[src/rtl/exec_pkg.sv]
// rtl/exec_pkg.sv - opcodes, FSM state encoding and op helpers shared by reg_exec_unit
package exec_pkg;

  localparam logic [2:0] OP_LDI = 3'd0;
  localparam logic [2:0] OP_STA = 3'd1;
  localparam logic [2:0] OP_MOV = 3'd2;
  localparam logic [2:0] OP_ADD = 3'd3;
  localparam logic [2:0] OP_SUB = 3'd4;
  localparam logic [2:0] OP_AND = 3'd5;
  localparam logic [2:0] OP_OR  = 3'd6;
  localparam logic [2:0] OP_XOR = 3'd7;

  typedef enum logic [1:0] {
    S_IDLE = 2'd0,
    S_WB   = 2'd1,
    S_RD   = 2'd2,
    S_EX   = 2'd3
  } state_t;

  function automatic logic is_write_op(input logic [2:0] op);
    return (op == OP_LDI) || (op == OP_STA);
  endfunction

endpackage

[src/rtl/exec_alu.sv]
// rtl/exec_alu.sv - combinational 8-bit ALU: accumulator op register operand, with carry and zero
module exec_alu
  import exec_pkg::*;
#(
  parameter int DATA_W = 8
) (
  input  logic [2:0]        op,
  input  logic [DATA_W-1:0] acc,
  input  logic [DATA_W-1:0] operand,
  input  logic              c_in,
  output logic [DATA_W-1:0] result,
  output logic              c_out,
  output logic              z_out
);

  logic [DATA_W:0] sum;

  always_comb begin
    sum    = {1'b0, acc} + {1'b0, operand};
    result = acc;
    c_out  = c_in;
    case (op)
      OP_MOV: result = operand;
      OP_ADD: begin
        result = sum[DATA_W-1:0];
        c_out  = sum[DATA_W];
      end
      OP_SUB: begin
        result = acc - operand;
        c_out  = (acc < operand);
      end
      OP_AND: begin
        result = acc & operand;
        c_out  = 1'b0;
      end
      OP_OR: begin
        result = acc | operand;
        c_out  = 1'b0;
      end
      OP_XOR: begin
        result = acc ^ operand;
        c_out  = 1'b0;
      end
      default: ;
    endcase
    z_out = (result == '0);
  end

endmodule

[src/rtl/reg_exec_unit.sv]
// rtl/reg_exec_unit.sv - single-issue execute sequencer driving a 32x8 register file
module reg_exec_unit
  import exec_pkg::*;
#(
  parameter int DATA_W  = 8,
  parameter int RADDR_W = 5,
  parameter int ADDR_W  = 8
) (
  input  logic               clk,
  input  logic               rst_n,
  input  logic               instr_valid,
  output logic               instr_ready,
  input  logic [2:0]         instr_op,
  input  logic [RADDR_W-1:0] instr_reg,
  input  logic [DATA_W-1:0]  instr_imm,
  output logic [ADDR_W-1:0]  rf_address,
  output logic [DATA_W-1:0]  rf_data_in,
  output logic               rf_enable,
  input  logic [DATA_W-1:0]  rf_data_out,
  output logic [DATA_W-1:0]  acc,
  output logic               flag_c,
  output logic               flag_z,
  output logic               done
);

  state_t            state_q, state_d;
  logic [2:0]        op_q, op_d;
  logic              instr_ready_q, instr_ready_d;
  logic [ADDR_W-1:0] rf_address_q, rf_address_d;
  logic [DATA_W-1:0] rf_data_in_q, rf_data_in_d;
  logic              rf_enable_q, rf_enable_d;
  logic [DATA_W-1:0] acc_q, acc_d;
  logic              flag_c_q, flag_c_d;
  logic              flag_z_q, flag_z_d;
  logic              done_q, done_d;

  logic [DATA_W-1:0] alu_result;
  logic              alu_c;
  logic              alu_z;

  exec_alu #(.DATA_W(DATA_W)) u_alu (
    .op      (op_q),
    .acc     (acc_q),
    .operand (rf_data_out),
    .c_in    (flag_c_q),
    .result  (alu_result),
    .c_out   (alu_c),
    .z_out   (alu_z)
  );

  always_comb begin
    state_d      = state_q;
    op_d         = op_q;
    rf_address_d = rf_address_q;
    rf_data_in_d = rf_data_in_q;
    rf_enable_d  = 1'b0;
    acc_d        = acc_q;
    flag_c_d     = flag_c_q;
    flag_z_d     = flag_z_q;
    done_d       = 1'b0;
    case (state_q)
      S_IDLE: begin
        if (instr_valid && instr_ready_q) begin
          op_d         = instr_op;
          rf_address_d = ADDR_W'(instr_reg);
          if (is_write_op(instr_op)) begin
            // Write data is captured at accept so it is stable across the whole WB cycle.
            rf_data_in_d = (instr_op == OP_LDI) ? instr_imm : acc_q;
            rf_enable_d  = 1'b1;
            state_d      = S_WB;
          end else begin
            state_d = S_RD;
          end
        end
      end
      S_WB: begin
        done_d  = 1'b1;
        state_d = S_IDLE;
      end
      S_RD: state_d = S_EX;
      S_EX: begin
        acc_d    = alu_result;
        flag_c_d = alu_c;
        flag_z_d = alu_z;
        done_d   = 1'b1;
        state_d  = S_IDLE;
      end
      default: state_d = S_IDLE;
    endcase
    instr_ready_d = (state_d == S_IDLE);
  end

  always_ff @(posedge clk or negedge rst_n) begin
    if (!rst_n) begin
      state_q       <= S_IDLE;
      op_q          <= OP_LDI;
      instr_ready_q <= 1'b0;
      rf_address_q  <= '0;
      rf_data_in_q  <= '0;
      rf_enable_q   <= 1'b0;
      acc_q         <= '0;
      flag_c_q      <= 1'b0;
      flag_z_q      <= 1'b0;
      done_q        <= 1'b0;
    end else begin
      state_q       <= state_d;
      op_q          <= op_d;
      instr_ready_q <= instr_ready_d;
      rf_address_q  <= rf_address_d;
      rf_data_in_q  <= rf_data_in_d;
      rf_enable_q   <= rf_enable_d;
      acc_q         <= acc_d;
      flag_c_q      <= flag_c_d;
      flag_z_q      <= flag_z_d;
      done_q        <= done_d;
    end
  end

  assign instr_ready = instr_ready_q;
  assign rf_address  = rf_address_q;
  assign rf_data_in  = rf_data_in_q;
  assign rf_enable   = rf_enable_q;
  assign acc         = acc_q;
  assign flag_c      = flag_c_q;
  assign flag_z      = flag_z_q;
  assign done        = done_q;

endmodule

[config.mk]
export PLATFORM = sky130hd
export DESIGN_NAME = reg_exec_unit
export DESIGN_NICKNAME = d
export VERILOG_FILES = /design/src/rtl/exec_pkg.sv /design/src/rtl/exec_alu.sv /design/src/rtl/reg_exec_unit.sv
export SDC_FILE = /design/constraint.sdc
export NUM_CORES = 1
export LEC_CHECK = 0
export ABC_AREA = 1
export CAP_MARGIN = 30
export CORE_MARGIN = 2
export CORE_UTILIZATION = 45
export DETAILED_ROUTE_END_ITERATION = 10
export GPL_ROUTABILITY_DRIVEN = 1
export MAX_ROUTING_LAYER = met4
export PLACE_DENSITY = 0.72
export SYNTH_ARGS = -nofsm -noshare
export SYNTH_HDL_FRONTEND = slang
export SYNTH_SLANG_ARGS = --single-unit
[constraint.sdc]
create_clock -name clk -period 2.5 [get_ports clk]
set_input_delay 0.75 -clock clk [delete_from_list [all_inputs] [get_ports clk]]
set_output_delay 0.75 -clock clk [all_outputs]
set_load 0.1 [all_outputs]
==> results of run 1 <==
-- cell type report --
class / count / area, µm² / area share (%)
Timing Repair Buffer: 81 / 678 / 19.3
Multi-Input combinational cell: 298 / 1640 / 46.5
Tap cell: 72 / 90.1 / 2.56
Clock buffer: 5 / 68.8 / 1.96
Clock inverter: 3 / 43.8 / 1.24
Inverter: 60 / 225 / 6.40
Sequential cell: 31 / 778 / 22.1
-- stage by stage --
step                      std cells  setup TNS, ns  hold slack [ns]  setup slack (ns)
after floorplan                 399              0            0.454            0.0803
after CTS                       548              0            0.465           0.00961
after detailed placement        540          -2.12            0.446            -0.368
after global routing            550              0            0.509           0.00184
after global placement          540          -1.82            0.437            -0.338
final                           550              0            0.468             0.121
-- worst reg2reg max path, stage by stage, from the launching register on --
cell	delay, ns
dfrtp_2	0.42
inv_1	0.10
ha_2	0.21
fa_2	0.52
inv_1	0.04
nand3_1	0.06
nand2_1	0.06
nor2_1	0.10
nand2_1	0.06
nand2_1	0.08
nand2_1	0.06
nor2_1	0.11
nand3_1	0.09
nor2_1	0.11
nand2_1	0.06
nand2_1	0.05
-- flip-flops by register name (all words and copies together) (netlist names) --
register / count
flag_z: 1
flag_c: 1
rf_data_in: 8
instr_ready: 1
done: 1
rf_address: 5
rf_enable: 1
state_q: 2
acc: 8
op_q: 3
-- path summary, 6_finish.rpt --
kind                                 from  endpoint  slack (ns)  depth (start not counted)
setup / recovery           rf_data_out[0]    flag_z        0.12                         15
hold / removal                 state_q[0]      done        0.47                          0
setup reg to reg                   acc[0]    flag_z        0.32                         15
hold reg to reg                state_q[0]      done        0.47                          0
max in group asynchronous           rst_n    acc[0]        1.34                          2
min in group asynchronous           rst_n    acc[2]        0.86                          2
-- layer usage --
| metal | wire length (µm) | vias up |
|---|---|---|
| met4 | 32 | 0 |
| li1 | - | 1398 |
| met1 | 3290 | 1279 |
| met2 | 3510 | 84 |
| met3 | 432 | 7 |
| met5 | 0 | - |
-- placed cells by master, fill, tap and decap left out, types with 4 or more instances in the layout --
cell type / n
nand2_1: 112
inv_1: 55
buf_4: 55
nor2_1: 51
nand3_1: 36
dfrtp_1: 29
o21ai_0: 27
clkdlybuf4s50_1: 21
ha_1: 18
a21oi_1: 11
nand4_1: 8
inv_2: 5
nor2_2: 5
mux2_2: 5
clkbuf_8: 5
ha_4: 4
-- timing repair --
| item | 4_1_cts | 5_1_grt |
|---|---|---|
| setup buffers | 0 | 2 |
| endpoints found under the setup margin | 3 | 5 |
| resized for setup | 6 | 16 |
| pin swaps | 1 | 9 |
| hold buffers | 0 | 0 |
-- cell families after synthesis --
| family | after synthesis | synth area share [%] |
|---|---|---|
| adder cells (fa/ha/maj) | 26 | 13.0 |
| flip-flops | 31 | 29.7 |
| AND/OR/NAND/NOR | 221 | 35.5 |
| other | 1 | 0.143 |
| buffers and inverters | 70 | 10.9 |
| multiplexers | 5 | 2.15 |
| AO/OA/AOI/OAI | 43 | 8.66 |
==> results.cfg, run 1 <==
[run_status]
status = finished, final reports clean

[global_route]
met3_usage_pct = 3.93
use_met1_pct = 33.6
first_global_vias = 2565
grt_max_degree = 32
grt-ovfl-total = 0
antenna_found_initial = 0
grt_pass1_wl_mm = 12.0
top_usage_layer = met2
track_usage_pct = 24.6
grtUsageMet2_pct = 39.5

[run]
drv_cap = 0

[synthesis]
synth_most_common_cell = nand2_1
yosysSeqAreaShare_pct = 29.7
syn_area_per_cell_um2 = 6.59
syn_area_um2 = 2620
synthArstFlopShare_pct = 100
synthCells = 397
synth-seq-cells = 31
synth_edf_count = 0
synth_warnings = 0
yosysTopAreaCell = dfrtp_1
synth_area_leaders = dfrtp_1, nand2_1, ha_1
synth-main-ff-cell = dfrtp_1
ys_top_cells_by_count = nand2_1, inv_1, nor2_1
ys_types = 26
netlist.area_leader.share_pct = 29.7

[critical_path]
path_cells = dlygate4sd2_1, ha_2, fa_2, inv_1, nand3_1, nand2_1, nor2_1, nand2_1, nand2_1, nand2_1, nor2_1, nand3_1, nor2_1, nand2_1, nand2_1
endpoint_kind = flip-flop
slowest_delay_ns = 0.52
timing_worst_setup_path_type = in2reg
cp.buffers_inverters = 2
critPathSlowestCell = fa_2
cp-start-kind = input port
required_ns = 2.72
cp.arrival_ns = 2.60
crit_top_cell = nand2_1
path_delay_family = simple AND/OR/NAND/NOR gates
critPathMaxFanout = 3

[timing]
fin_crit_ns = 2.38
rsz0062_at_grt = no
timing.final.crit_share_pct = 95.2
clock.fmax_mhz = 420
fin_skew_ns = 0.00668
report.final.setup_viol = 0
hold_violations = 0
drv_slew = 0

[clocking]
cts_tree = built
root_buffer = clkbuf_8
cts_buffers = 5
htreeDepth = 2
clk_latency_ns = 0.28
cts_buffer_depth = 2
cts_sinks = 31
path_clk_slew_ns = 0.07

[floorplanning]
die_area_um2 = 6440
die_y_um = 80.2
start_util_pct = 46.9
core_area_um2 = 5570
pin_count = 56
placementRows = 27
die_w_um = 80.2

[finish]
n_antenna_cell = 0
post-route-util_pct = 63.1
fill_cells = 528
drive_gt1_share_pct = 19.9
nets = 530
post-route-cell-area_um2 = 3520
areaGrowthSynthToFinish_pct = 34.6

[routing]
drc = 0
vias_per_cell = 5.03
post_drt_wl_per_cell_um = 13.2
drt_iter0_drc = 190
postRouteAntennaNets = 0
via_count = 2768
drt-pass1-iter-count = 5
drt_wl_total_mm = 7.27

[place]
gp_congestion = 0.994
place_hpwl_mm = 5.72
io_buffers = 52
post_dp_cell_area_um2 = 3310

[worst_hold_path]
hold_class = reg2reg
Power of run 1 is left out: the tool's default activity adds up to more than one toggle a clock period on the data nets, which glitch-free logic cannot reach.
==> inputs of run 2 (changes only) <==
--- a/config.mk
+++ b/config.mk
@@ -8,11 +8,10 @@
 export ABC_AREA = 1
 export CAP_MARGIN = 30
 export CORE_MARGIN = 2
-export CORE_UTILIZATION = 45
+export CORE_UTILIZATION = 30
 export DETAILED_ROUTE_END_ITERATION = 10
 export GPL_ROUTABILITY_DRIVEN = 1
 export MAX_ROUTING_LAYER = met4
-export PLACE_DENSITY = 0.72
 export SYNTH_ARGS = -nofsm -noshare
 export SYNTH_HDL_FRONTEND = slang
 export SYNTH_SLANG_ARGS = --single-unit
==> results.cfg, run 2 (synthesis results as in run 1) <==
[place]
place_hpwl_mm = 6.01
io_buffers = 52
gp_congestion = 0.914

[run]
drv_cap = 0

[global_route]
grt_pass1_wl_mm = 12.3
grt-ovfl-total = 0
track_usage_pct = 16.3
antenna_found_initial = 0
first_global_vias = 2706
grt_max_degree = 32

[critical_path]
cp-start-kind = input port
endpoint_kind = flip-flop
critPathMaxFanout = 9
cp.arrival_ns = 2.54
timing_worst_setup_path_type = in2reg
required_ns = 2.72

[routing]
via_count = 2752
vias_per_cell = 4.68
post_drt_wl_per_cell_um = 12.5
postRouteAntennaNets = 0
drc = 0
drt_iter0_drc = 140
drt_wl_total_mm = 7.38
drt-pass1-iter-count = 4

[floorplanning]
die_area_um2 = 9480
die_w_um = 97.4
start_util_pct = 30.4
die_y_um = 97.4
pin_count = 56
placementRows = 34
core_area_um2 = 8590

[timing]
fin_crit_ns = 2.33
fin_skew_ns = 0.00576
hold_slack_ns = 0.458
setup_tns_ns = 0
report.final.setup_viol = 0
rsz0062_at_grt = no
hold_violations = 0
clock.fmax_mhz = 430
timing.final.crit_share_pct = 93.0
drv_slew = 0

[clocking]
cts_sinks = 31
cts_tree = built
root_buffer = clkbuf_8
path_clk_slew_ns = 0.06
cts_buffer_depth = 2
htreeDepth = 2
clk_latency_ns = 0.28
hold_buffers = 0
cts_buffers = 5

[finish]
areaGrowthSynthToFinish_pct = 35.7
final_cell_mix = nand2_1, buf_4, inv_1, nor2_1, nand3_1
drive_gt1_share_pct = 19.8
nets = 532
fill_cells = 916
ff_latch_area_um2 = 778
multi_input_area_um2 = 1630
n_antenna_cell = 0
mostFrequentLayoutCell = nand2_1

[run_status]
status = finished, final reports clean

[worst_hold_path]
hold_class = reg2reg
run 2: what timing repair did:
item	CTS	global route
gates resized for setup	6	14
endpoints found under the hold margin	0	0
pin swaps	0	9
gates cloned	0	0
setup endpoints to repair	3	5
buffers inserted	0	1
run 2: final timing paths:
check,start,endpoint,slack [ns],cells after the start
worst max register to register,acc[0],flag_z,0.40,15
worst max-delay path,rf_data_out[3],flag_z,0.17,14
worst min register to register,state_q[0],done,0.46,0
worst min-delay path,state_q[0],done,0.46,0
min in group asynchronous,rst_n,rf_address[0],0.85,2
max in group asynchronous,rst_n,acc[0],1.36,2
run 2: cell type report:
cell class,count,area share [%]
flip-flops and latches,31,21.9
repair buffers,83,19.4
clock buffers,7,2.43
inverters,60,6.35
clock inverters,1,0.141
multi-input cells,298,45.9
well taps,108,3.81
run 2: stage by stage:
stage	utilization, %	cells	setup slack (ns)	cell area (µm²)
floorplan	-	399	0.0803	2630
global placement	39.3	579	-0.330	3380
detailed placement	39.3	579	-0.363	3380
CTS	40.6	587	0.0101	3490
global route	41.3	588	0.00370	3550
finish	41.3	588	0.174	3550
run 2: per-layer routing:
| layer | track usage [%] | up-vias | part of all wire [%] |
|---|---|---|---|
| li1 | - | 1409 | - |
| met4 | 3.74 | 0 | 1.9 |
| met1 | 19.9 | 1264 | 44 |
| met2 | 28.1 | 69 | 48 |
| met5 | - | - | 0 |
| met3 | 3.17 | 10 | 5.3 |
run 2: critical path: stages:
cell             delay [ns]
clkdlybuf4s50_1        0.48
inv_1                  0.09
ha_4                   0.29
nor2_2                 0.14
nand3_1                0.13
nand3_1                0.10
nand2_1                0.06
nand3_1                0.08
nand3_1                0.07
nand2_1                0.10
inv_1                  0.05
nor2_1                 0.11
nand2_1                0.06
nand2_1                0.05
Power of run 2 is left out for the same reason.
==> inputs of run 3 (changes only) <==
--- a/config.mk
+++ b/config.mk
@@ -6,7 +6,6 @@
 export NUM_CORES = 1
 export LEC_CHECK = 0
 export ABC_AREA = 1
-export CAP_MARGIN = 30
 export CORE_MARGIN = 2
 export CORE_UTILIZATION = 30
 export DETAILED_ROUTE_END_ITERATION = 10
==> constraint.sdc (replaced) <==
create_clock -name clk -period 2 [get_ports clk]
set_input_delay 0.6 -clock clk [delete_from_list [all_inputs] [get_ports clk]]
set_output_delay 0.6 -clock clk [all_outputs]
set_load 0.1 [all_outputs]
==> results.cfg, run 3 (synthesis results as in run 1) <==
[timing]
hold_violations = 0
report.final.setup_viol = 2
fin_ws_ns = -0.0503
rsz0062_at_grt = yes
timing.final.crit_share_pct = 103
fin_skew_ns = 0.0114
fin_crit_ns = 2.05
drv_slew = 0
clock.fmax_mhz = 488

[clocking]
cts_sinks = 31
clk_latency_ns = 0.29
root_buffer = clkbuf_8
path_clk_slew_ns = 0.06
hold_buffers = 0
htreeDepth = 2
cts_buffer_depth = 2
cts_buffers = 5
cts_tree = built

[critical_path]
cp-start-kind = flip-flop
cp.arrival_ns = 2.27
path_delay_family = simple AND/OR/NAND/NOR gates
crit_top_cell = nand2_1
slowest_delay_ns = 0.45
endpoint_kind = flip-flop
required_ns = 2.22
path_cells = inv_4, ha_4, fa_2, nor2_1, nor2_1, nand2_1, nand2_1, nor2_2, nand4_1, nor2_2, nand3_2, nor2_1, nand2_1, nand2_1
critPathMaxFanout = 3
critPathSlowestCell = dfrtp_4
cp.buffers_inverters = 1
timing_worst_setup_path_type = reg2reg

[floorplanning]
core_area_um2 = 8590
die_w_um = 97.4
start_util_pct = 30.4
placementRows = 34
die_area_um2 = 9480
die_y_um = 97.4
pin_count = 56

[finish]
fill_cells = 877
mostFrequentLayoutCell = nand2_1
areaGrowthSynthToFinish_pct = 58.9
n_antenna_cell = 0
final_cell_mix = nand2_1, buf_4, inv_1, nor2_1, nand3_1
drive_gt1_share_pct = 30.5
nets = 554

[run_status]
violations = negative setup slack
status = finished, violations left

[routing]
drt_wl_total_mm = 7.71
postRouteAntennaNets = 0
post_drt_wl_per_cell_um = 12.6
vias_per_cell = 4.72
drt-pass1-iter-count = 4
drt_iter0_drc = 143
drc = 0
via_count = 2880

[global_route]
grt_max_degree = 32
antenna_found_initial = 0
grt_pass1_wl_mm = 13.1
grt-ovfl-total = 0
track_usage_pct = 17.3
first_global_vias = 2803

[place]
gp_congestion = 0.932
place_hpwl_mm = 6.18
pre_cts_slack_ns = -0.709
io_buffers = 52

[run]
drv_cap = 0

[worst_hold_path]
hold_class = reg2reg
[run 3: path summary, 6_finish.rpt]
check / from / endpoint / slack (ns) / cells after the start
max reg2reg: acc[0] / flag_z / -0.05 / 14
max in group asynchronous: rst_n / acc[6] / 0.98 / 2
min reg2reg: state_q[0] / done / 0.46 / 0
min in group asynchronous: rst_n / rf_address[2] / 0.70 / 2
max: acc[0] / flag_z / -0.05 / 14
min: state_q[0] / done / 0.46 / 0
[run 3: cell type report]
type / count / area (µm²) / area share [%]
inverters: 60 / 228 / 5.48
clock inverters: 1 / 5.00 / 0.120
repair buffers: 105 / 1160 / 28.0
flip-flops and latches: 31 / 795 / 19.1
clock buffers: 7 / 86.3 / 2.08
multi-input cells: 298 / 1740 / 42.0
well taps: 108 / 135 / 3.25
[run 3: metrics by stage]
stage | area, µm² | instances | hold WS, ns | setup TNS (ns) | util (%)
CTS | 4070 | 606 | 0.464 | -0.113 | 47.4
global placement | 3870 | 597 | 0.442 | -4.99 | 45.1
finish | 4150 | 610 | 0.458 | -0.0654 | 48.3
global route | 4150 | 610 | 0.493 | -0.577 | 48.3
detailed placement | 3870 | 597 | 0.449 | -5.35 | 45.1
floorplan | 2660 | 399 | 0.304 | -0.187 | -
[run 3: metal layers]
layer / track usage, % / routed length, µm / share of wire [%] / vias up
li1: - / - / - / 1458
met1: 21.6 / 3310 / 43 / 1329
met2: 28.7 / 3830 / 50 / 83
met3: 4.03 / 472 / 6.1 / 10
met4: 4.06 / 98 / 1.3 / 0
met5: - / 0 / 0 / -
[run 3: worst reg2reg max path, delay by kind of cell, from the launching register on]
kind / cells / cell delay [ns]
buffers and inverters: 1 / 0.05
adders and majority gates: 2 / 0.52
and+or+nand+nor: 11 / 0.98
DFF: 1 / 0.45
[run 3: repair_timing]
item / in CTS / in global routing
setup buffers: 1 / 4
cloned: 0 / 0
setup endpoints to repair: 9 / 6
resized for setup: 39 / 22
pin swaps: 9 / 15
Power of run 3 is left out for the same reason.
